--- config.mk ---
export PLATFORM = sky130hd
export DESIGN_NAME = song_reader_flat
export DESIGN_NICKNAME = d
export VERILOG_FILES = /design/src/rtl/song_reader_if.sv /design/src/rtl/song_reader.sv /design/src/flat_wrapper.sv
export SDC_FILE = /design/constraint.sdc
export NUM_CORES = 1
export LEC_CHECK = 0
export CAP_MARGIN = 10
export CORE_ASPECT_RATIO = 0.6
export CORE_MARGIN = 4
export CORE_UTILIZATION = 35
export DETAILED_ROUTE_END_ITERATION = 7
export SLEW_MARGIN = 20
export SYNTH_ARGS = -nofsm -noshare
export SYNTH_HDL_FRONTEND = slang
export SYNTH_SLANG_ARGS = --single-unit
--- constraint.sdc ---
create_clock -name clk -period 2.2 [get_ports clk]
set_input_delay 0.33 -clock clk [delete_from_list [all_inputs] [get_ports clk]]
set_output_delay 0.33 -clock clk [all_outputs]
set_load 0.1 [all_outputs]
--- src/rtl/song_reader_if.sv ---
// song_reader_if
// Bundles the two buses song_reader drives: the synchronous note ROM
// (address out, data back one cycle later) and the load handshake with
// note_player (note/duration/load pulse out, note_done back).
//
// Modports:
//   master : song_reader side  (drives rom_addr, note/duration, load pulse)
//   slave  : ROM + note_player side (drives rom_data, note_done)
interface song_reader_if #(
  parameter int NOTE_W = 6,
  parameter int DUR_W  = 6,
  parameter int SONG_W = 2,
  parameter int ADDR_W = 5
);
  logic [SONG_W+ADDR_W-1:0] rom_addr;
  logic [NOTE_W+DUR_W-1:0]  rom_data;
  logic [NOTE_W-1:0]        note_to_load;
  logic [DUR_W-1:0]         duration_to_load;
  logic                     load_new_note;
  logic                     note_done;

  modport master (
    output rom_addr,
    output note_to_load,
    output duration_to_load,
    output load_new_note,
    input  rom_data,
    input  note_done
  );

  modport slave (
    input  rom_addr,
    input  note_to_load,
    input  duration_to_load,
    input  load_new_note,
    output rom_data,
    output note_done
  );
endinterface

--- src/rtl/song_reader.sv ---
// song_reader
// Walks one song of a synchronous note ROM and hands each {note, duration}
// entry to note_player with a one-cycle load pulse, then waits for
// note_done before fetching the next entry. A duration of 0 marks the end
// of a song; a song may also end by finishing its last entry.
//
// Ports:
//   clk        system clock, all state on the rising edge
//   reset      asynchronous, active-low
//   play       play enable (starts a song from IDLE)
//   song       song select, sampled only on new_song
//   new_song   1-cycle pulse, restart at entry 0 of the selected song
//   song_done  end-of-song indication (level; 1-cycle pulse in loop builds)
//   bus        song_reader_if.master: rom_addr/rom_data, note_to_load,
//              duration_to_load, load_new_note, note_done
//
// Build option: define SONG_READER_LOOP_EN to make every song repeat
// forever; song_done then pulses for one cycle at each wrap.
//
// State table:
//   state   | meaning
//   IDLE    | waiting for play; rom_addr already holds {song_reg, entry}
//   FETCH   | ROM samples rom_addr on this edge
//   WAIT    | rom_data valid; end marker ends the song, else latch entry
//   LOAD    | schedules the load pulse for the next cycle
//   PLAYING | note_player busy; note_done advances or ends the song
//   DONE    | song finished, outputs frozen until new_song or reset
module song_reader #(
  parameter int NOTE_W = 6,
  parameter int DUR_W  = 6,
  parameter int SONG_W = 2,
  parameter int ADDR_W = 5
) (
  input  logic              clk,
  input  logic              reset,
  input  logic              play,
  input  logic [SONG_W-1:0] song,
  input  logic              new_song,
  output logic              song_done,
  song_reader_if.master     bus
);

  typedef enum logic [2:0] {
    S_IDLE,
    S_FETCH,
    S_WAIT,
    S_LOAD,
    S_PLAYING,
    S_DONE
  } state_t;

  localparam logic [ADDR_W-1:0] LAST_ENTRY = '1;

`ifdef SONG_READER_LOOP_EN
  localparam state_t END_STATE = S_FETCH;
`else
  localparam state_t END_STATE = S_DONE;
`endif

  state_t state, state_nx;

  logic [SONG_W-1:0] song_reg, song_nx;
  logic [ADDR_W-1:0] entry, entry_nx;
  logic [NOTE_W-1:0] note_q, note_nx;
  logic [DUR_W-1:0]  dur_q, dur_nx;
  logic              load_q, load_nx;
  logic              done_q, done_nx;

  logic [NOTE_W-1:0] rom_note;
  logic [DUR_W-1:0]  rom_dur;
  logic              end_marker;
  logic              last_finished;
  logic              song_end;

  assign rom_note      = bus.rom_data[NOTE_W+DUR_W-1:DUR_W];
  assign rom_dur       = bus.rom_data[DUR_W-1:0];
  assign end_marker    = (rom_dur == '0);
  assign last_finished = bus.note_done && (entry == LAST_ENTRY);

  // Both ways a song can end; new_song overrides either.
  assign song_end = !new_song &&
                    (((state == S_WAIT) && end_marker) ||
                     ((state == S_PLAYING) && last_finished));

  // State register
  always_ff @(posedge clk or negedge reset) begin
    if (!reset) begin
      state <= S_IDLE;
    end else begin
      state <= state_nx;
    end
  end

  // Next-state logic
  always_comb begin
    state_nx = state;
    if (new_song) begin
      state_nx = S_IDLE;
    end else begin
      case (state)
        S_IDLE:    if (play) state_nx = S_FETCH;
        S_FETCH:   state_nx = S_WAIT;
        S_WAIT:    state_nx = end_marker ? END_STATE : S_LOAD;
        S_LOAD:    state_nx = S_PLAYING;
        S_PLAYING: begin
          if (bus.note_done) begin
            state_nx = (entry == LAST_ENTRY) ? END_STATE : S_FETCH;
          end
        end
        S_DONE:    state_nx = S_DONE;
        default:   state_nx = S_IDLE;
      endcase
    end
  end

  // Output / datapath next values. The load pulse is registered, so it is
  // seen in the cycle after LOAD, with note/duration already stable.
  always_comb begin
    song_nx  = song_reg;
    entry_nx = entry;
    note_nx  = note_q;
    dur_nx   = dur_q;
    load_nx  = 1'b0;
`ifdef SONG_READER_LOOP_EN
    done_nx  = 1'b0;
`else
    done_nx  = done_q;
`endif

    if (new_song) begin
      song_nx  = song;
      entry_nx = '0;
      done_nx  = 1'b0;
    end else begin
      case (state)
        S_WAIT: begin
          if (!end_marker) begin
            note_nx = rom_note;
            dur_nx  = rom_dur;
          end
        end
        S_LOAD:    load_nx = 1'b1;
        S_PLAYING: begin
          // Saturate at the last entry so rom_addr never reaches the next song.
          if (bus.note_done && !last_finished) begin
            entry_nx = entry + ADDR_W'(1);
          end
        end
        default: ;
      endcase

      if (song_end) begin
        done_nx = 1'b1;
`ifdef SONG_READER_LOOP_EN
        entry_nx = '0;
`endif
      end
    end
  end

  // Datapath registers
  always_ff @(posedge clk or negedge reset) begin
    if (!reset) begin
      song_reg <= '0;
      entry    <= '0;
      note_q   <= '0;
      dur_q    <= '0;
      load_q   <= 1'b0;
      done_q   <= 1'b0;
    end else begin
      song_reg <= song_nx;
      entry    <= entry_nx;
      note_q   <= note_nx;
      dur_q    <= dur_nx;
      load_q   <= load_nx;
      done_q   <= done_nx;
    end
  end

  assign bus.rom_addr         = {song_reg, entry};
  assign bus.note_to_load     = note_q;
  assign bus.duration_to_load = dur_q;
  assign bus.load_new_note    = load_q;
  assign song_done            = done_q;

endmodule

--- src/flat_wrapper.sv ---
// flat-port wrapper written by rule: the top's interface ports become plain ports
module song_reader_flat 
#(
  parameter int NOTE_W = 6,
  parameter int DUR_W  = 6,
  parameter int SONG_W = 2,
  parameter int ADDR_W = 5
)
  (clk, reset, play, song, new_song, song_done, bus_rom_addr, bus_note_to_load, bus_duration_to_load, bus_load_new_note, bus_rom_data, bus_note_done);
  song_reader_if #(.NOTE_W(NOTE_W), .DUR_W(DUR_W), .SONG_W(SONG_W), .ADDR_W(ADDR_W)) bus_i ();
  input  logic clk;
  input  logic reset;
  input  logic play;
  input  logic [SONG_W-1:0] song;
  input  logic new_song;
  output logic song_done;
  output wire logic [$bits(bus_i.rom_addr)-1:0] bus_rom_addr;
  output wire logic [$bits(bus_i.note_to_load)-1:0] bus_note_to_load;
  output wire logic [$bits(bus_i.duration_to_load)-1:0] bus_duration_to_load;
  output wire logic [$bits(bus_i.load_new_note)-1:0] bus_load_new_note;
  input wire logic [$bits(bus_i.rom_data)-1:0] bus_rom_data;
  input wire logic [$bits(bus_i.note_done)-1:0] bus_note_done;
  assign bus_rom_addr = bus_i.rom_addr;
  assign bus_note_to_load = bus_i.note_to_load;
  assign bus_duration_to_load = bus_i.duration_to_load;
  assign bus_load_new_note = bus_i.load_new_note;
  assign bus_i.rom_data = bus_rom_data;
  assign bus_i.note_done = bus_note_done;
  song_reader #(.NOTE_W(NOTE_W), .DUR_W(DUR_W), .SONG_W(SONG_W), .ADDR_W(ADDR_W)) u_core (.clk(clk), .reset(reset), .play(play), .song(song), .new_song(new_song), .song_done(song_done), .bus(bus_i));
endmodule
==> impl_metrics.json <==
{
  "outcome": "finished clean",
  "drive_gt1_frac": 0.354,
  "placed_cells": 168,
  "fin_util": 0.529,
  "final_cells": 172,
  "setup_tns_ns": 0,
  "dieWidth_um": 82.2,
  "start_util": 0.383,
  "die_y_um": 52.5,
  "powerDensity_mw_per_mm2": 1400,
  "drtPass1Iterations": 4,
  "crit_type": "flip-flop to flip-flop",
  "relSlewSlack": 0.699,
  "htreeDepth": 1,
  "routed_wl_um": 2460,
  "max_freq_ghz": 0.563,
  "antenna_found_initial": 0,
  "cts-resized-gates": 0,
  "p_leak_nw": 0.708,
  "diodes": 0,
  "grt_start_max_net_pins": 25,
  "cts_made_buffers": 3,
  "syn_inst": 88,
  "drtIter0Drc": 27,
  "cts_sinks": 24,
  "core_mm2": 0.00302,
  "viasPerCell": 4.76,
  "fin_crit_ns": 1.78,
  "critPathRequiredTime_ns": 2.36,
  "wl_per_cell_um": 14.3,
  "rsz0062_at_grt": "no",
  "grt_first_pass_wirelength_um": 4120,
  "num_rows": 15,
  "cp_data_arrival_time_ns": 1.93,
  "nets": 152,
  "clkTransAtPathRegs_ns": 0.08,
  "final.period_utilization": 0.807,
  "fin_hold_ws_ns": 0.412,
  "cts-root-buf": "clkbuf_8",
  "maxSlewViolCount": 0,
  "pin_count": 40,
  "die_area_mm2": 0.00432,
  "cts_setup_buffers": 0,
  "finalHoldViolCount": 0,
  "peakVddDrop_mv": 0.811,
  "area_growth_pct": 38.2,
  "insertion_delay_ns": 0.26,
  "cts_tree": "yes",
  "skew_ns": 0.00249,
  "synth_area_per_cell_um2": 13.2,
  "critPathCaptureType": "flip-flop",
  "netlist_area_mm2": 0.00116,
  "yosysWarnings": 0,
  "drv_cap": 0,
  "ys_seq_area_frac": 0.519,
  "antenna_left": 0,
  "place.gp.congestion": 0.803,
  "postCtsHoldBufs": 0,
  "startpoint_type": "flip-flop",
  "setup_viol": 0,
  "drc": 0,
  "syn-num-nets": 109,
  "ys_types": 32,
  "fillers": 272,
  "grt_use_total": 0.131,
  "grt.overflow.total": 0,
  "io_buffers": 39,
  "hold_class": "input port to async pin",
  "grt_pass1_vias": 803,
  "synth_seq_cells": 24,
  "route.vias.total": 818,
  "critical_path.max_fanout": 5,
  "tightest_slew_ns": 0.446,
  "hpwl_um": 1950,
  "cts.path.max_buffers": 2
}
==> cell usage in the layout, fill, tap and decap left out, drive strengths merged, types with 2 or more instances in the layout <==
master and n:
buf 24, nor2 7, nand2b 3, inv 3
nand2 4, clkbuf 4, ha 2, mux2 14
xnor2 3, clkdlybuf4s50 18, a21oi 3, dfrtp 24
nor3 3, a211oi 2, or3 2
==> layout make-up <==
cell class,count,area (um^2),area share
timing repair buffer,42,373,0.233
clock buffer,4,45.0,0.0282
multi-input combinational,57,514,0.322
tap,42,52.6,0.0329
inverter,3,11.3,0.00704
sequential,24,603,0.377
==> layer usage <==
| metal | global-route usage | vias up | share of wire |
|---|---|---|---|
| met4 | 0.0414 | 0 | 0.011 |
| met2 | 0.193 | 18 | 0.46 |
| met3 | 0.0395 | 2 | 0.046 |
| met1 | 0.181 | 405 | 0.49 |
| li1 | - | 393 | - |
| met5 | 0 | - | 0 |
==> cell usage after synthesis (all sizes together) <==
| cell type | n | area share |
|---|---|---|
| ha | 2 | 0.022 |
| nand3 | 1 | 0.0043 |
| a21oi | 3 | 0.013 |
| a22o | 1 | 0.0076 |
| xor2 | 1 | 0.0076 |
| nand4bb | 1 | 0.024 |
| nor3 | 3 | 0.013 |
| nand2 | 4 | 0.013 |
| clkbuf | 1 | 0.0032 |
| o21ai | 1 | 0.0043 |
| nor3b | 1 | 0.0065 |
| a211oi | 2 | 0.013 |
| a21boi | 1 | 0.0065 |
| xnor2 | 3 | 0.023 |
| nor4b | 1 | 0.021 |
| or2b | 1 | 0.0065 |
| and3 | 1 | 0.0054 |
| mux2i | 1 | 0.0086 |
| nor4 | 1 | 0.0054 |
| o311ai | 1 | 0.0076 |
| or3 | 2 | 0.011 |
| inv | 3 | 0.0097 |
| nor2 | 7 | 0.023 |
| buf | 3 | 0.024 |
| mux2 | 14 | 0.17 |
| dfrtp | 24 | 0.52 |
| o32a | 1 | 0.0086 |
| nand2b | 3 | 0.023 |
==> kinds of logic after synthesis <==
family,after synthesis,synth area share
xor+xnor,4,0.0303
fa+ha+maj,2,0.0216
mux,15,0.177
simple gates,26,0.155
compound gates,10,0.0605
buf+inv,7,0.0367
flops,24,0.519
==> power by group <==
part / switching [mW] / internal, mW
combinational: 0.994 / 0.339
clock: 0.133 / 0.129
sequential: 0.0840 / 0.563
total: 1.21 / 1.03
==> critical path, stage by stage (launching register included) <==
cell,delay [ns]
dfrtp_2,0.44
ha_1,0.22
and3_1,0.17
ha_1,0.23
inv_1,0.08
or3_1,0.10
o311ai_0,0.17
a22o_1,0.28
==> path summary, 6_finish.rpt <==
check                                           start                          to  slack (ns)  depth (start not counted)
hold / removal                                  reset  u_core.bus.note_to_load[5]        0.41                          2
setup reg to reg                      u_core.entry[0]             u_core.state[2]        0.42                          7
setup / recovery                      u_core.entry[0]             u_core.state[2]        0.42                          7
min in group clk           u_core.bus.note_to_load[0]  u_core.bus.note_to_load[0]        0.52                          1
max in group asynchronous                       reset             u_core.entry[0]        1.53                          2
hold reg to reg            u_core.bus.note_to_load[0]  u_core.bus.note_to_load[0]        0.52                          1
==> stage by stage <==
step                      power, mW  instance area (um^2)  setup slack [ns]
after floorplan                1.70                  1160             0.115
after global placement         1.98                  1550             0.275
after detailed placement       2.00                  1550             0.248
after CTS                      2.26                  1600             0.416
after global routing           2.32                  1600             0.310
final                          2.24                  1600             0.424
No activity file was read; power rests on OpenSTA's default activity.
